File: src/rtl/writeback_queue_pkg.sv
// -----------------------------------------------------------------------------
// writeback_queue_pkg
// Shared definitions for the register-file write-back queue:
//   DATA_W / ADDR_W / NUM_REGS - register file geometry (16-bit, 32 registers)
//   wb_entry_t                 - one queued write {dest, data}
//   count_width()              - width of a 0..depth occupancy counter
// -----------------------------------------------------------------------------
package writeback_queue_pkg;

    localparam int DATA_W   = 16;
    localparam int ADDR_W   = 5;
    localparam int NUM_REGS = 32;

    typedef struct packed {
        logic [ADDR_W-1:0] dest;
        logic [DATA_W-1:0] data;
    } wb_entry_t;

    // An occupancy counter must represent 0..depth inclusive, hence depth+1.
    function automatic int count_width(input int depth);
        return $clog2(depth + 1);
    endfunction

endpackage

File: src/rtl/writeback_fifo.sv
// -----------------------------------------------------------------------------
// writeback_fifo
// In-order circular buffer of write-back entries.
//   clk, rst        - clock, asynchronous active-high reset
//   i_push          - write i_push_entry at the tail (ignored when full)
//   i_pop           - drop the head entry (ignored when empty)
//   o_full/o_empty  - occupancy flags
//   o_count         - number of occupied entries
//   o_head          - oldest entry
//   o_age_entry[i]  - entries in age order, index 0 = oldest
//   o_age_valid[i]  - o_age_entry[i] holds a live entry
// -----------------------------------------------------------------------------
module writeback_fifo
    import writeback_queue_pkg::*;
#(
    parameter  int DEPTH = 4,
    localparam int PTR_W = $clog2(DEPTH),
    localparam int CNT_W = count_width(DEPTH)
) (
    input  logic             clk,
    input  logic             rst,
    input  logic             i_push,
    input  wb_entry_t        i_push_entry,
    input  logic             i_pop,
    output logic             o_full,
    output logic             o_empty,
    output logic [CNT_W-1:0] o_count,
    output wb_entry_t        o_head,
    output wb_entry_t        o_age_entry [DEPTH],
    output logic [DEPTH-1:0] o_age_valid
);

    logic [PTR_W-1:0] r_wr_ptr;
    logic [PTR_W-1:0] r_rd_ptr;
    logic [CNT_W-1:0] r_count;
    wb_entry_t        r_mem [DEPTH];

    logic w_do_push;
    logic w_do_pop;

    assign o_full    = (r_count == CNT_W'(DEPTH));
    assign o_empty   = (r_count == '0);
    assign o_count   = r_count;
    assign o_head    = r_mem[r_rd_ptr];
    assign w_do_push = i_push && !o_full;
    assign w_do_pop  = i_pop && !o_empty;

    // DEPTH is a power of two, so the pointers wrap by plain overflow.
    // NOTE: state registers use non-blocking assignments so every flop samples
    // the pre-edge values regardless of statement order.
    always_ff @(posedge clk or posedge rst) begin
        if (rst) begin
            r_wr_ptr <= '0;
            r_rd_ptr <= '0;
            r_count  <= '0;
        end else begin
            if (w_do_push) r_wr_ptr <= r_wr_ptr + 1'b1;
            if (w_do_pop)  r_rd_ptr <= r_rd_ptr + 1'b1;
            case ({w_do_push, w_do_pop})
                2'b10:   r_count <= r_count + 1'b1;
                2'b01:   r_count <= r_count - 1'b1;
                default: r_count <= r_count;
            endcase
        end
    end

    // NOTE: the storage array is deliberately not reset; entries are only ever
    // observed through the count-qualified valid vector, so stale contents are
    // harmless and the array can map onto plain registers or RAM.
    always_ff @(posedge clk) begin
        if (w_do_push) r_mem[r_wr_ptr] <= i_push_entry;
    end

    // Age-ordered view for the parent's youngest-first forwarding search.
    always_comb begin
        for (int i = 0; i < DEPTH; i++) begin
            o_age_entry[i] = r_mem[r_rd_ptr + PTR_W'(i)];
            o_age_valid[i] = (CNT_W'(i) < r_count);
        end
    end

endmodule

File: src/rtl/writeback_queue.sv
// -----------------------------------------------------------------------------
// writeback_queue
// Write-side initiator for the 16-bit x 32 register file. Buffers results from
// the load unit (fixed priority) and the ALU, drains one entry per cycle onto
// a registered write port, and forwards pending data to two read addresses.
//   clk, rst                  - clock, asynchronous active-high reset
//   load_valid/dest/data      - load result handshake, load_ready back
//   alu_valid/dest/data       - ALU result handshake, alu_ready back
//   rf_hold                   - stall draining only
//   reg_write_en/dest/data    - registered register-file write port
//   fwd_addr_N -> fwd_hit_N / fwd_data_N (N = 1, 2)
//                             - youngest pending value for a read address
//   pending_count             - occupied queue entries
// -----------------------------------------------------------------------------
module writeback_queue #(
    parameter  int DATA_W = writeback_queue_pkg::DATA_W,
    parameter  int ADDR_W = writeback_queue_pkg::ADDR_W,
    parameter  int DEPTH  = 4,
    localparam int CNT_W  = writeback_queue_pkg::count_width(DEPTH)
) (
    input  logic              clk,
    input  logic              rst,
    input  logic              load_valid,
    input  logic [ADDR_W-1:0] load_dest,
    input  logic [DATA_W-1:0] load_data,
    output logic              load_ready,
    input  logic              alu_valid,
    input  logic [ADDR_W-1:0] alu_dest,
    input  logic [DATA_W-1:0] alu_data,
    output logic              alu_ready,
    input  logic              rf_hold,
    output logic              reg_write_en,
    output logic [ADDR_W-1:0] reg_write_dest,
    output logic [DATA_W-1:0] reg_write_data,
    input  logic [ADDR_W-1:0] fwd_addr_1,
    output logic              fwd_hit_1,
    output logic [DATA_W-1:0] fwd_data_1,
    input  logic [ADDR_W-1:0] fwd_addr_2,
    output logic              fwd_hit_2,
    output logic [DATA_W-1:0] fwd_data_2,
    output logic [CNT_W-1:0]  pending_count
);

    import writeback_queue_pkg::wb_entry_t;

    logic             w_fifo_full;
    logic             w_fifo_empty;
    logic             w_can_accept;
    logic             w_push;
    logic             w_pop;
    wb_entry_t        w_push_entry;
    wb_entry_t        w_head;
    wb_entry_t        w_age_entry [DEPTH];
    logic [DEPTH-1:0] w_age_valid;

    logic             r_wr_en;
    wb_entry_t        r_wr_entry;

    // Ready depends only on occupancy; a pop this cycle frees space next cycle.
    assign w_can_accept = !w_fifo_full;
    assign load_ready   = w_can_accept;
    assign alu_ready    = w_can_accept && !load_valid;

    // At most one enqueue per cycle, load unit first.
    assign w_push       = w_can_accept && (load_valid || alu_valid);
    assign w_push_entry = load_valid ? '{dest: load_dest, data: load_data}
                                     : '{dest: alu_dest,  data: alu_data};

    // Popping is gated on the pre-edge count, so an entry pushed into an empty
    // queue cannot leave on the same edge.
    assign w_pop = !w_fifo_empty && !rf_hold;

    writeback_fifo #(
        .DEPTH (DEPTH)
    ) u_fifo (
        .clk          (clk),
        .rst          (rst),
        .i_push       (w_push),
        .i_push_entry (w_push_entry),
        .i_pop        (w_pop),
        .o_full       (w_fifo_full),
        .o_empty      (w_fifo_empty),
        .o_count      (pending_count),
        .o_head       (w_head),
        .o_age_entry  (w_age_entry),
        .o_age_valid  (w_age_valid)
    );

    // Registered write port: dest/data hold their last value when idle.
    always_ff @(posedge clk or posedge rst) begin
        if (rst) begin
            r_wr_en    <= 1'b0;
            r_wr_entry <= '0;
        end else if (w_pop) begin
            r_wr_en    <= 1'b1;
            r_wr_entry <= w_head;
        end else begin
            r_wr_en    <= 1'b0;
        end
    end

    assign reg_write_en   = r_wr_en;
    assign reg_write_dest = r_wr_entry.dest;
    assign reg_write_data = r_wr_entry.data;

    // Forwarding: the write port is the oldest pending value, then queue
    // entries oldest to youngest, so the last match found is the youngest.
    // NOTE: every output gets a default before any condition so the block is
    // purely combinational and no latch is inferred.
    always_comb begin
        fwd_hit_1  = 1'b0;
        fwd_data_1 = '0;
        fwd_hit_2  = 1'b0;
        fwd_data_2 = '0;

        if (r_wr_en && (r_wr_entry.dest == fwd_addr_1)) begin
            fwd_hit_1  = 1'b1;
            fwd_data_1 = r_wr_entry.data;
        end
        if (r_wr_en && (r_wr_entry.dest == fwd_addr_2)) begin
            fwd_hit_2  = 1'b1;
            fwd_data_2 = r_wr_entry.data;
        end

        for (int i = 0; i < DEPTH; i++) begin
            if (w_age_valid[i] && (w_age_entry[i].dest == fwd_addr_1)) begin
                fwd_hit_1  = 1'b1;
                fwd_data_1 = w_age_entry[i].data;
            end
            if (w_age_valid[i] && (w_age_entry[i].dest == fwd_addr_2)) begin
                fwd_hit_2  = 1'b1;
                fwd_data_2 = w_age_entry[i].data;
            end
        end
    end

endmodule

File: config.mk
export PLATFORM = sky130hd
export DESIGN_NAME = writeback_queue
export DESIGN_NICKNAME = d
export VERILOG_FILES = /design/src/rtl/writeback_queue_pkg.sv /design/src/rtl/writeback_fifo.sv /design/src/rtl/writeback_queue.sv
export SDC_FILE = /design/constraint.sdc
export NUM_CORES = 1
export LEC_CHECK = 0
export ABC_AREA = 1
export CAP_MARGIN = 20
export CORE_MARGIN = 5
export CORE_UTILIZATION = 49
export DETAILED_ROUTE_END_ITERATION = 16
export GPL_TIMING_DRIVEN = 0
export PLACE_DENSITY = 0.68
export SLEW_MARGIN = 40
export SYNTH_ARGS = -nofsm -noshare
export SYNTH_HDL_FRONTEND = slang
export SYNTH_SLANG_ARGS = --single-unit
File: constraint.sdc
create_clock -name clk -period 2.46 [get_ports clk]
set_input_delay 0.492 -clock clk [delete_from_list [all_inputs] [get_ports clk]]
set_output_delay 0.492 -clock clk [all_outputs]
set_load 0.02 [all_outputs]
==> results.yml <==
synthesis:
  avgSynthCellArea_um2: 7.093
  synthCells: 1259
  yosysWarnings: 0
  seq_area_frac_synth: 0.3637
  syn-cell-area_um2: 8930
  synth_cell_types: 32
  ys_ff_latch: 113
  syn_nets: 1325
setup_path:
  criticalPathCategory: "reg -> out"
  crit_path_start: "u_fifo.o_count[2]"
  crit_slowest_cell: "dfrtp_2"
  cp_slowest_stage_delay_ns: 0.43
  worst_ep_required_time_ns: 1.97
  end_kind: "output pin"
  crit_chain: "clkinvlp_4, nand3_2, a21boi_4, nand2_1, nor2_4, nand3_2, clkbuf_16, nand3_1, nand2_1, nand2_1, nand2_1, buf_6"
  crit_buf_inv: 3
  crit_path_start_kind: "flip-flop"
  regToRegStartpoint: "u_fifo.o_count[0]"
  cp_data_arrival_time_ns: 2.67
  critical_path.most_common_cell: "nand2_1"
  cp_top_family: "simple AND/OR/NAND/NOR gates"
  r2r-end: "u_fifo.o_count[2]"
  r2r_slack_ns: 0.19
  reg2reg_depth: 8
  path_max_fanout: 5
clock_network:
  cts_made_buffers: 17
  cts_tree: "built"
  clockBufferDepth: 2
  cts_sinks: 113
  root_buffer: "clkbuf_16"
  clkSlewWorstSetupHoldPaths_ns: 0.06
  clk_latency_ns: 0.42
  cts_htree_levels: 4
pwr:
  comb_power_share: 0.694
  p_per_area_nw_per_um2: 1524
  power_leakage_nw: 5.675
  p_switching_mw: 9.662
  p_int_mw: 9.152
  p_sw_frac: 0.5136
  seqPwrFrac: 0.177
  pwr-share-clk: 0.129
  vdd_drop_max_mv: 0.7926
sta:
  tns_ns: -21.68
  fin_skew_ns: 0.009707
  setup_viol: 34
  post-route-min-period_ns: 3.164
  period_share: 1.286
  relSlewSlack: 0.5582
  rsz0062_at_grt: "yes"
  fin_ws_ns: -0.7040
  maxSlewViolCount: 0
  fin_hold_ws_ns: 0.4969
  finalHoldViolations: 0
  worst_pin_slew_ns: 0.6626
  fmax_mhz: 316.1
floorplanning:
  rows: 49
  io-pin-count: 118
  dieWidth_um: 145.0
  die_y_um: 145.0
  start_util: 0.4971
  dieArea_um2: 21020
  core-area_um2: 17960
grt:
  grt.overflow.total: 0
  track_usage: 0.2750
  grt_max_degree: 30
  grt_pass1_vias: 8179
  grt_pass1_wl_um: 46400
  antenna_found_initial: 0
hold_path:
  hp-class: "in -> async"
run:
  cap_violations: 0
run_status:
  status: "finished with violations"
  violations: "setup timing"
cells_and_area:
  fill_cells: 1489
  final_layout_size_suffix_gt1_frac: 0.2589
  final_common_cell: "nand2_1"
  antenna_cells: 0
  final_cell_mix: "409 x nand2_1, 133 x nor2_1, 84 x edfxtp_1, 77 x clkdlybuf4s50_1, 71 x nand3_1"
  nets: 1521
  multi_input_area_um2: 5583
  seq_area_um2: 3249
  instances_no_fill: 1697
  areaGrowthSynthToFinish_pct: 38.22
route:
  avgRoutedWirePerCell_um: 18.49
  vias_per_cell: 5.561
  drt-total-wl_um: 31380
  drtPass1Iterations: 6
  drtIter0Drc: 1115
  drt_drc_violations_left: 0
  route.vias.total: 9437
  antenna_left: 0
placement:
  io_buffers: 113
  gp_congestion: 0.9128
  post-place-ws_ns: -1.376
  dp_cells: 1605
  dp_hpwl_um: 22880
## repair_timing
action | 4_1_cts | 5_1_grt
setup buffers | 29 | 18
pin swaps | 21 | 38
gates cloned | 7 | 7
hold buffers | 0 | 0
resized for setup | 355 | 103
endpoints found under the setup margin | 36 | 34
## worst register-to-register path: stages, from the launching register on
cell	delay, ns
dfrtp_1	0.44
inv_1	0.13
ha_1	0.26
a21oi_2	0.54
ha_1	0.33
inv_1	0.05
o21ai_0	0.20
xor2_1	0.16
inv_1	0.05
## Yosys cell counts, drive strengths merged
cell / number / share of area
nand2: 470 / 0.20
nor2: 164 / 0.077
o21ai: 100 / 0.056
nand3: 95 / 0.062
edfxtp: 84 / 0.28
nand4: 68 / 0.048
inv: 67 / 0.029
buf: 52 / 0.040
mux2i: 48 / 0.054
dfrtp: 29 / 0.081
clkbuf: 21 / 0.0088
mux2: 21 / 0.026
xor2: 10 / 0.0098
a21oi: 9 / 0.0050
ha: 9 / 0.013
o22ai: 6 / 0.0042
or2: 2 / 0.0014
xnor2: 2 / 0.0020
a21boi: 1 / 0.00084
o211ai: 1 / 0.00084
## routing by layer
layer	track usage	up-vias	wire, um
met2	0.4158	517	13910
li1	-	4598	-
met1	0.4230	4279	14180
met4	0.05461	0	435
met3	0.03711	43	2857
met5	0	-	0
## kinds of logic after synthesis
family,after synthesis,synth area share
adder cells (fa/ha/maj),9,0.01261
AO/OA/AOI/OAI,117,0.06698
multiplexers,69,0.08029
AND/OR/NAND/NOR,799,0.3874
XOR/XNOR,12,0.01177
flip-flops,113,0.3637
buffers and inverters,140,0.07720
## power groups by stage
stage	logic [mW]	clock network [mW]	registers [mW]
after floorplan	6.56	0	3.41
after global placement	10.1	0	3.31
after detailed placement	10.4	0	3.31
after CTS	11.7	2.44	3.28
after global routing	13.9	2.54	3.40
final	13.1	2.42	3.33
## sequential cells by signal (all words and copies together), names as in the netlist
register / count
reg_write_en: 1
u_fifo.r_rd_ptr: 2
reg_write_data: 16
u_fifo.r_mem: 84
u_fifo.r_wr_ptr: 2
reg_write_dest: 5
u_fifo.o_count: 3
## cell type report
type	instances	area share
inverters	67	0.02149
repair buffers	176	0.1454
flip-flops and latches	113	0.2633
multi-input cells	1007	0.4523
well taps	229	0.02321
repair inverters	1	0.0005068
clock inverters	15	0.01186
plain buffers	72	0.04754
clock buffers	17	0.03447
## per-stage QoR
stage,util,instance area (um2),power (mW)
floorplan,-,8930,9.964
global placement,0.5760,10350,13.40
detailed placement,0.5842,10500,13.72
CTS,0.6548,11760,17.46
global route,0.6871,12340,19.87
finish,0.6871,12340,18.81
## worst max-delay path by stage
stage                                     to  slack [ns]  cells after the start
final                          fwd_data_1[6]       -0.70                     12
after global routing           fwd_data_1[6]       -0.80                     17
after CTS                      fwd_data_2[0]       -0.65                     13
after detailed placement      fwd_data_1[13]       -1.38                     12
after global placement        fwd_data_1[13]       -1.36                     12
after floorplan           u_fifo.r_mem[0][0]       -0.16                      5
Note: power is estimated with default switching activity, not from simulation.
